`src/rtl/wb_mem_slave_bridge_if.sv`:
```
// Wishbone classic bus bundle between an interconnect master and a memory slave bridge.
interface wb_mem_slave_bridge_if #(
    parameter int DATA_W = 32,
    parameter int ADDR_W = 32
);
    localparam int SEL_W = DATA_W / 8;

    logic [ADDR_W-1:0] wb_addr_i;
    logic [DATA_W-1:0] wb_data_i;
    logic [DATA_W-1:0] wb_data_o;
    logic              wb_we_i;
    logic              wb_stb_i;
    logic              wb_cyc_i;
    logic [SEL_W-1:0]  wb_sel_i;
    logic              wb_ack_o;
    logic              wb_err_o;

    modport slave (
        input  wb_addr_i, wb_data_i, wb_we_i, wb_stb_i, wb_cyc_i, wb_sel_i,
        output wb_data_o, wb_ack_o, wb_err_o
    );

    modport master (
        output wb_addr_i, wb_data_i, wb_we_i, wb_stb_i, wb_cyc_i, wb_sel_i,
        input  wb_data_o, wb_ack_o, wb_err_o
    );
endinterface

```
`src/rtl/wb_mem_slave_bridge.sv`:
```
// Wishbone classic slave to synchronous RAM bridge with registered ack/read data.
// Define WB_SLV_ADDR_ERR_EN to enable the address-window check and the error response.
module wb_mem_slave_bridge #(
    parameter int                DATA_W      = 32,
    parameter int                ADDR_W      = 32,
    parameter int                MEM_AW      = 10,
    parameter int                MEM_LATENCY = 1,
    parameter logic [ADDR_W-1:0] BASE_ADDR   = 32'h0000_0000,
    parameter logic [ADDR_W-1:0] ADDR_MASK   = 32'hFFFF_F000
) (
    input  logic                  clk_i,
    input  logic                  rst_i,
    wb_mem_slave_bridge_if.slave  wb,
    output logic [MEM_AW-1:0]     mem_addr_o,
    output logic [DATA_W-1:0]     mem_wdata_o,
    input  logic [DATA_W-1:0]     mem_rdata_i,
    output logic                  mem_we_o,
    output logic                  mem_en_o,
    output logic [DATA_W/8-1:0]   mem_sel_o
);
    // state  | meaning
    // S_IDLE | waiting for cyc & stb
    // S_REQ  | memory access issued (en, we)
    // S_WAIT | read latency countdown, capture on terminal count
    // S_ACK  | one-cycle ack
    // S_ERR  | one-cycle err for out-of-window access (optional)

    localparam int         SEL_W    = DATA_W / 8;
    localparam int         OFS      = $clog2(SEL_W);
    localparam logic [3:0] LAT_LOAD = 4'(MEM_LATENCY - 1);

    typedef enum logic [2:0] {
        S_IDLE,
        S_REQ,
        S_WAIT,
        S_ACK
`ifdef WB_SLV_ADDR_ERR_EN
        , S_ERR
`endif
    } state_t;

    state_t             state, state_nxt;
    logic [3:0]         cnt, cnt_nxt;
    logic               ack_q, ack_nxt;
    logic               en_nxt, we_nxt;
    logic [MEM_AW-1:0]  addr_nxt;
    logic [DATA_W-1:0]  wdata_nxt;
    logic [SEL_W-1:0]   sel_nxt;
    logic [DATA_W-1:0]  rdata_q, rdata_nxt;
    logic               req, hit;

    assign req = wb.wb_cyc_i & wb.wb_stb_i;

`ifdef WB_SLV_ADDR_ERR_EN
    logic err_q, err_nxt;

    assign hit = ((wb.wb_addr_i & ADDR_MASK) == BASE_ADDR);
    assign wb.wb_err_o = err_q & req;

    always_ff @(posedge clk_i) begin
        if (rst_i) err_q <= 1'b0;
        else       err_q <= err_nxt;
    end
`else
    logic unused_window;

    assign hit = 1'b1;
    assign unused_window = ^{wb.wb_addr_i, BASE_ADDR, ADDR_MASK};
    assign wb.wb_err_o = 1'b0;
`endif

    // Ack is qualified by req so an abandoned cycle never sees a stray ack.
    assign wb.wb_ack_o  = ack_q & req;
    assign wb.wb_data_o = rdata_q;

    always_comb begin
        state_nxt = state;
        cnt_nxt   = cnt;
        ack_nxt   = 1'b0;
        en_nxt    = 1'b0;
        we_nxt    = 1'b0;
        addr_nxt  = mem_addr_o;
        wdata_nxt = mem_wdata_o;
        sel_nxt   = mem_sel_o;
        rdata_nxt = rdata_q;
`ifdef WB_SLV_ADDR_ERR_EN
        err_nxt   = 1'b0;
`endif
        case (state)
            S_IDLE: begin
                if (req && hit) begin
                    state_nxt = S_REQ;
                    en_nxt    = 1'b1;
                    we_nxt    = wb.wb_we_i;
                    addr_nxt  = wb.wb_addr_i[OFS +: MEM_AW];
                    wdata_nxt = wb.wb_data_i;
                    sel_nxt   = wb.wb_sel_i;
                end
`ifdef WB_SLV_ADDR_ERR_EN
                else if (req) begin
                    state_nxt = S_ERR;
                    err_nxt   = 1'b1;
                end
`endif
            end
            S_REQ: begin
                if (!req) begin
                    state_nxt = S_IDLE;
                end else if (mem_we_o) begin
                    state_nxt = S_ACK;
                    ack_nxt   = 1'b1;
                end else begin
                    state_nxt = S_WAIT;
                    cnt_nxt   = LAT_LOAD;
                end
            end
            S_WAIT: begin
                if (!req) begin
                    state_nxt = S_IDLE;
                end else if (cnt == 4'd0) begin
                    state_nxt = S_ACK;
                    ack_nxt   = 1'b1;
                    rdata_nxt = mem_rdata_i;
                end else begin
                    cnt_nxt = cnt - 4'd1;
                end
            end
            S_ACK: state_nxt = S_IDLE;
`ifdef WB_SLV_ADDR_ERR_EN
            S_ERR: state_nxt = S_IDLE;
`endif
            default: state_nxt = S_IDLE;
        endcase
    end

    always_ff @(posedge clk_i) begin
        if (rst_i) begin
            state       <= S_IDLE;
            cnt         <= '0;
            ack_q       <= 1'b0;
            mem_en_o    <= 1'b0;
            mem_we_o    <= 1'b0;
            mem_addr_o  <= '0;
            mem_wdata_o <= '0;
            mem_sel_o   <= '0;
            rdata_q     <= '0;
        end else begin
            state       <= state_nxt;
            cnt         <= cnt_nxt;
            ack_q       <= ack_nxt;
            mem_en_o    <= en_nxt;
            mem_we_o    <= we_nxt;
            mem_addr_o  <= addr_nxt;
            mem_wdata_o <= wdata_nxt;
            mem_sel_o   <= sel_nxt;
            rdata_q     <= rdata_nxt;
        end
    end
endmodule

```
`src/flat_wrapper.sv`:
```
// flat-port wrapper written by rule: the top's interface ports become plain ports
module wb_mem_slave_bridge_flat 
#(
    parameter int                DATA_W      = 32,
    parameter int                ADDR_W      = 32,
    parameter int                MEM_AW      = 10,
    parameter int                MEM_LATENCY = 1,
    parameter logic [ADDR_W-1:0] BASE_ADDR   = 32'h0000_0000,
    parameter logic [ADDR_W-1:0] ADDR_MASK   = 32'hFFFF_F000
)
  (clk_i, rst_i, mem_addr_o, mem_wdata_o, mem_rdata_i, mem_we_o, mem_en_o, mem_sel_o, wb_wb_addr_i, wb_wb_data_i, wb_wb_we_i, wb_wb_stb_i, wb_wb_cyc_i, wb_wb_sel_i, wb_wb_data_o, wb_wb_ack_o, wb_wb_err_o);
  wb_mem_slave_bridge_if #(.DATA_W(DATA_W), .ADDR_W(ADDR_W)) wb_i ();
  input  logic clk_i;
  input  logic rst_i;
  output logic [MEM_AW-1:0] mem_addr_o;
  output logic [DATA_W-1:0] mem_wdata_o;
  input  logic [DATA_W-1:0] mem_rdata_i;
  output logic mem_we_o;
  output logic mem_en_o;
  output logic [DATA_W/8-1:0] mem_sel_o;
  input wire logic [$bits(wb_i.wb_addr_i)-1:0] wb_wb_addr_i;
  input wire logic [$bits(wb_i.wb_data_i)-1:0] wb_wb_data_i;
  input wire logic [$bits(wb_i.wb_we_i)-1:0] wb_wb_we_i;
  input wire logic [$bits(wb_i.wb_stb_i)-1:0] wb_wb_stb_i;
  input wire logic [$bits(wb_i.wb_cyc_i)-1:0] wb_wb_cyc_i;
  input wire logic [$bits(wb_i.wb_sel_i)-1:0] wb_wb_sel_i;
  output wire logic [$bits(wb_i.wb_data_o)-1:0] wb_wb_data_o;
  output wire logic [$bits(wb_i.wb_ack_o)-1:0] wb_wb_ack_o;
  output wire logic [$bits(wb_i.wb_err_o)-1:0] wb_wb_err_o;
  assign wb_i.wb_addr_i = wb_wb_addr_i;
  assign wb_i.wb_data_i = wb_wb_data_i;
  assign wb_i.wb_we_i = wb_wb_we_i;
  assign wb_i.wb_stb_i = wb_wb_stb_i;
  assign wb_i.wb_cyc_i = wb_wb_cyc_i;
  assign wb_i.wb_sel_i = wb_wb_sel_i;
  assign wb_wb_data_o = wb_i.wb_data_o;
  assign wb_wb_ack_o = wb_i.wb_ack_o;
  assign wb_wb_err_o = wb_i.wb_err_o;
  wb_mem_slave_bridge #(.DATA_W(DATA_W), .ADDR_W(ADDR_W), .MEM_AW(MEM_AW), .MEM_LATENCY(MEM_LATENCY), .BASE_ADDR(BASE_ADDR), .ADDR_MASK(ADDR_MASK)) u_core (.clk_i(clk_i), .rst_i(rst_i), .wb(wb_i), .mem_addr_o(mem_addr_o), .mem_wdata_o(mem_wdata_o), .mem_rdata_i(mem_rdata_i), .mem_we_o(mem_we_o), .mem_en_o(mem_en_o), .mem_sel_o(mem_sel_o));
endmodule
```
`config.mk`:
```
export PLATFORM = sky130hd
export DESIGN_NAME = wb_mem_slave_bridge_flat
export DESIGN_NICKNAME = d
export VERILOG_FILES = /design/src/rtl/wb_mem_slave_bridge_if.sv /design/src/rtl/wb_mem_slave_bridge.sv /design/src/flat_wrapper.sv
export SDC_FILE = /design/constraint.sdc
export NUM_CORES = 1
export LEC_CHECK = 0
export CORE_MARGIN = 1.5
export CORE_UTILIZATION = 30
export DETAILED_ROUTE_END_ITERATION = 6
export HOLD_SLACK_MARGIN = 0.08
export PLACE_DENSITY_LB_ADDON = 0.08
export SKIP_CTS_REPAIR_TIMING = 1
export SKIP_LAST_GASP = 1
export SLEW_MARGIN = 20
export SYNTH_ARGS = -nofsm -noshare
export SYNTH_HDL_FRONTEND = slang
export SYNTH_SLANG_ARGS = --single-unit
```
`constraint.sdc`:
```
create_clock -name clk_i -period 2.4 [get_ports clk_i]
set_input_delay 0.36 -clock clk_i [delete_from_list [all_inputs] [get_ports clk_i]]
set_output_delay 0.36 -clock clk_i [all_outputs]
set_load 0.005 [all_outputs]
```
==> results of run 1 <==
[sequential cells by signal (all words and copies together) (netlist names)]
register / count
u_core.ack_q: 1
u_core.cnt: 4
u_core.mem_addr_o: 10
u_core.mem_en_o: 1
u_core.mem_sel_o: 4
u_core.mem_wdata_o: 32
u_core.mem_we_o: 1
u_core.state: 2
u_core.wb.wb_data_o: 32
[critical path, stage by stage]
cell and delay, ps:
clkdlybuf4s50_1 610, and3_2 220, clkdlybuf4s50_1 490
[final cells by class]
cell class                 count  area [um2]  area share, %
sequential                    87        1742          33.56
timing repair buffer         170        1717          33.08
multi-input combinational    282        1320          25.43
tap                          136       170.2          3.279
clock buffer                  11       141.4          2.724
clock inverter                 5       81.33          1.567
inverter                       5       18.77         0.3616
[kinds of logic after synthesis]
| logic type | synth area share, % |
|---|---|
| AOI/OAI and AO/OA | 15.89 |
| buffers and inverters | 4.384 |
| adders and majority gates | 2.348 |
| DFF | 54.48 |
| other | 0.1173 |
| and+or+nand+nor | 22.78 |
[metrics by stage]
step / worst slack [ps] / power (mW)
after floorplan: 723.1 / 1.818
after global placement: 379.4 / 2.146
after detailed placement: 355.6 / 2.157
after CTS: 357.6 / 3.308
after global routing: 317.1 / 3.427
final: 358.9 / 3.247
[power by group]
group / switching, mW / internal (mW) / total [mW]
combinational: 0.241 / 0.323 / 0.564
clock: 0.516 / 0.616 / 1.13
sequential: 0.0373 / 1.51 / 1.55
[path summary, 6_finish.rpt]
kind	to	slack [ps]	cells after the start
max	wb_wb_ack_o	360	3
min	u_core.state[1]$_SDFFE_PP0P_	430	2
max reg2reg	u_core.cnt[3]$_SDFFE_PP0P_	530	6
min reg2reg	u_core.wb.wb_data_o[26]$_SDFFE_PP0P_	460	2
[layout by cell type, fill, tap and decap left out, types with 2 or more instances in the layout]
master and count:
clkbuf_8 10, nor3_1 2, buf_4 4, bufinv_16 2, o21ai_0 2, nand2b_1 3, nor2_1 5, dfxtp_1 87
nand3_1 2, and3_2 2, a21oi_1 85, nand2_1 157, inv_1 5, a311oi_1 2, buf_12 3, clkdlybuf4s50_1 162
and2_1 2, ha_1 6
[per-layer routing]
metal	share of wire, %	up-vias	GRT usage (%)
met1	45	1423	19.83
met5	0	-	0
li1	-	1605	-
met2	49	82	26.04
met3	5.4	5	4.231
met4	0.85	0	4.054
==> impl_metrics.ini, run 1 <==
[detailed_routing]
dr.first_iter.drc_count = 96
routed_wirelength_mm = 8.972
routed_via_density = 4.476
post_drt_wl_per_cell_um = 12.89
final_antenna_net_count = 0
drc = 0
routed-via-count = 3115
firstDrtPassIters = 4

[die]
core_um2 = 10320
die_h_um = 106.2
io_pins = 187
die_width_um = 106.2
die-area_um2 = 11280
initial_utilization_pct = 30.97
rows = 37

[synth]
synth_seq_cells = 87
synth_top_cell_area_share_pct = 54.48
synth_nets = 513
synth_most_common_cell = nand2_1
ys_top_cells_by_count = nand2_1 (157), dfxtp_1 (87), a21oi_1 (85)
ys_async_sr_fraction_pct = 0
ys_top_cells_by_area = dfxtp_1 (54%), nand2_1 (18%), a21oi_1 (13%), ha_1 (2.3%), clkbuf_1 (2.0%)
syn_inst = 402
synth_area_per_cell_um2 = 7.952
synth_edf_count = 0
synth_warnings = 0
yosysTopAreaCell = dfxtp_1
seq_area_frac_synth_pct = 54.48
synth_cell_types = 29
ys.flop_type = dfxtp_1
syn_area_um2 = 3197

[pwr]
pwr_density_cell_nw_per_um2 = 625.6
ir_worst_vdd_uv = 325.6
leakagePower_nw = 1.797

[critical_path]
cp_max_fo = 7
worstSetupStartpointType = primary input
crit_type = primary input to output pin
worst_ep_arrival_time_ps = 1680
reg2reg_from = u_core.state[0]$_SDFFE_PP0P_
required_ps = 2040
endpoint_kind = output pin
critPathLaunch = wb_wb_stb_i

[sta]
tightest_slew_ps = 522.4
slew_headroom_pct = 64.85
setup_viol = 0
hold_viol_final = 0
finalClockSkew_ps = 10.86
period_share_pct = 85.05
period_minus_slack_ps = 2041
tns_ps = 0
max_freq_ghz = 0.4899
grt_setup_unrepaired = false
hold_ws_ps = 433.3
maxSlewViolCount = 0

[global_route]
antenna_found_initial = 0
grt_pass1_vias = 2876
grt_max_degree = 47
grt_overflow = 0
grt_pass1_wl_mm = 14.06
track_usage_pct = 15.60

[placement]
dp_hpwl_mm = 6.230
gp_congestion = 0.7625
placed_cells = 680
port_buffers = 163
placed_area_um2 = 4967

[layout]
area.growth.synth_to_final_pct = 62.35
final_cells = 696
fillers = 1029
diodes = 0
nets = 666
utilization_pct = 50.27
drive_gt1_share_pct = 5.536
final_area_um2 = 5190

[clock_tree]
clk_path_buf_depth = 2
numCtsBuffers = 9
clkSinkCount = 87
cts_tree = built
clkTransAtPathRegs_ps = 80
htreeDepth = 3
root_buffer = clkbuf_8
clock_latency_ps = 350

[flow_run]
maxCapViolCount = 0

[min_path]
min_from = rst_i
hold_class = primary input to flip-flop

[status]
run_status = finished, final reports clean
No activity file was read; power rests on OpenSTA's default activity.
==> inputs of run 2 (changes only) <==
CAP_MARGIN = 30   (was unset)
==> results of run 2 <==
The final DEF is identical to that of run 1; final timing and power are the same.
==> inputs of run 3 (changes only) <==
DONT_BUFFER_PORTS = 1   (was unset)
==> run 3 against run 2 <==
Compared with the run above:
- cell count is 24% lower
- sequential cell count stayed put
- die area is the same
- largest cell class unchanged
- largest power group unchanged
- first-iteration DRC count grew 23%
- clock power barely moved
- maximum frequency rose by 2.8%
- sequential share of layout area grew 16 points
- routed wire length is 12% lower
- worst hold slack got worse by 310 ps
==> impl_metrics.ini, run 3 (synthesis gave the netlist of run 1 again) <==
[status]
run_status = finished, final reports clean

[critical_path]
reg2reg_to = u_core.wb.wb_data_o[21]$_SDFFE_PP0P_
cp_max_fo = 32
reg2reg_depth = 6
endpoint_kind = flip-flop
crit_type = flip-flop to flip-flop
worst_ep_arrival_time_ps = 2270
reg2reg_from = u_core.state[0]$_SDFFE_PP0P_
cp_slowest_cell = and2b_2
max_stage_delay_ps = 550
required_ps = 2690
crit_chain = inv_1 > ha_1 > and4bb_1 > and2b_2 > nand2_1 > a21oi_1
critPathLaunch = u_core.state[0]$_SDFFE_PP0P_
worstSetupStartpointType = flip-flop
reg2reg_setup_slack_ps = 420

[layout]
layout_common_cells = nand2_1 (157), dfxtp_1 (87), a21oi_1 (85), clkbuf_8 (9), ha_1 (6)
utilization_pct = 34.29
nets = 500
diodes = 0
final_cells = 529
final_common_cell = nand2_1
area.growth.synth_to_final_pct = 10.72
drive_gt1_share_pct = 6.361

[sta]
grt_setup_unrepaired = false
hold_viol_final = 0
tightest_slew_ps = 621.9
finalClockSkew_ps = 8.470
tns_ps = 0
max_freq_ghz = 0.5038
setup_viol = 0
maxSlewViolCount = 0
setup_slack_ps = 415.0
hold_ws_ps = 127.1
period_minus_slack_ps = 1985
slew_headroom_pct = 58.16
period_share_pct = 82.71

[global_route]
grt_pass1_vias = 2392
track_usage_pct = 14.04
grt_max_degree = 88
antenna_found_initial = 0
grt_pass1_wl_mm = 12.18
grt_overflow = 0

[clock_tree]
clkTransAtPathRegs_ps = 80
cts_tree = built
numCtsBuffers = 9
root_buffer = clkbuf_8
clock_latency_ps = 360
clkSinkCount = 87
htreeDepth = 3
clk_path_buf_depth = 2

[die]
die_width_um = 106.2
core_um2 = 10320
die_h_um = 106.2
initial_utilization_pct = 30.97
io_pins = 187
rows = 37
die-area_um2 = 11280

[detailed_routing]
drc = 0
post_drt_wl_per_cell_um = 14.94
routed-via-count = 2514
dr.first_iter.drc_count = 118
top_layer_used = met4
wl_met3_um = 631
routed_wirelength_mm = 7.905
final_antenna_net_count = 0
routed_via_density = 4.752
wl_met2_mm = 3.824
firstDrtPassIters = 4
met1_length_mm = 3.304

[placement]
placed_cells = 513
dpl_worst_slack_ps = 407.7
port_buffers = 0
gp_congestion = 0.7203
dp_hpwl_mm = 5.205

[flow_run]
maxCapViolCount = 0

[min_path]
whs_path_depth = 1
hold_class = primary input to flip-flop
min_to = u_core.mem_we_o$_SDFF_PP0_
min_from = wb_wb_we_i

[pwr]
leakagePower_nw = 1.188
pwr_density_cell_nw_per_um2 = 854.2
ir_worst_vdd_uv = 402.3
run 3: cell types whose count changed in the layout (fill, tap and decap cells not counted):
cell	previous run	this run
clkdlybuf4s50_1	162	0
buf_12	3	1
buf_4	4	2
buf_16	0	1
buf_2	1	0
bufinv_16	2	3
clkbuf_1	1	2
clkbuf_8	10	9
clkinv_4	1	0
clkinvlp_4	1	0
run 3: routing by layer:
metal,GRT usage [%],up-vias
li1,-,1278
met1,15.53,1132
met5,0,-
met3,5.395,11
met2,23.82,93
met4,6.178,0
run 3: worst max-delay path by stage:
stage / to
6_report: u_core.wb.wb_data_o[21]$_SDFFE_PP0P_
5_1_grt: u_core.wb.wb_data_o[24]$_SDFFE_PP0P_
4_1_cts: u_core.wb.wb_data_o[21]$_SDFFE_PP0P_
3_5_place_dp: u_core.wb.wb_data_o[21]$_SDFFE_PP0P_
3_3_place_gp: u_core.wb.wb_data_o[0]$_SDFFE_PP0P_
2_1_floorplan: u_core.cnt[1]$_SDFFE_PP0P_
run 3: final cells by class:
type | count | area (um2)
well taps | 136 | 170.2
flip-flops and latches | 87 | 1742
fillers | 1137 | 6784
clock inverters | 4 | 95.09
multi-input cells | 282 | 1320
inverters | 5 | 18.77
clock buffers | 11 | 131.4
repair buffers | 4 | 62.56
run 3: through the flow:
step / area [um2] / total power [mW]
detailed placement: 3286 / 1.873
global route: 3540 / 3.196
floorplan: 3197 / 1.818
CTS: 3512 / 3.068
global placement: 3286 / 1.866
finish: 3540 / 3.024
run 3: where the power goes:
| group | internal, mW | leakage [nW] | switching [mW] | total, mW |
|---|---|---|---|---|
| Sequential | 1.51 | 0.706 | 0.0569 | 1.57 |
| Clock | 0.685 | 0.113 | 0.478 | 1.16 |
| Combinational | 0.104 | 0.369 | 0.185 | 0.289 |
run 3: worst max-delay path, delay by kind of cell, from the launching register on:
family          cells  cell delay (ps)
compound gates      1              130
fa+ha+maj           1              300
buf+inv             1              110
flops               1              350
simple gates        3             1000
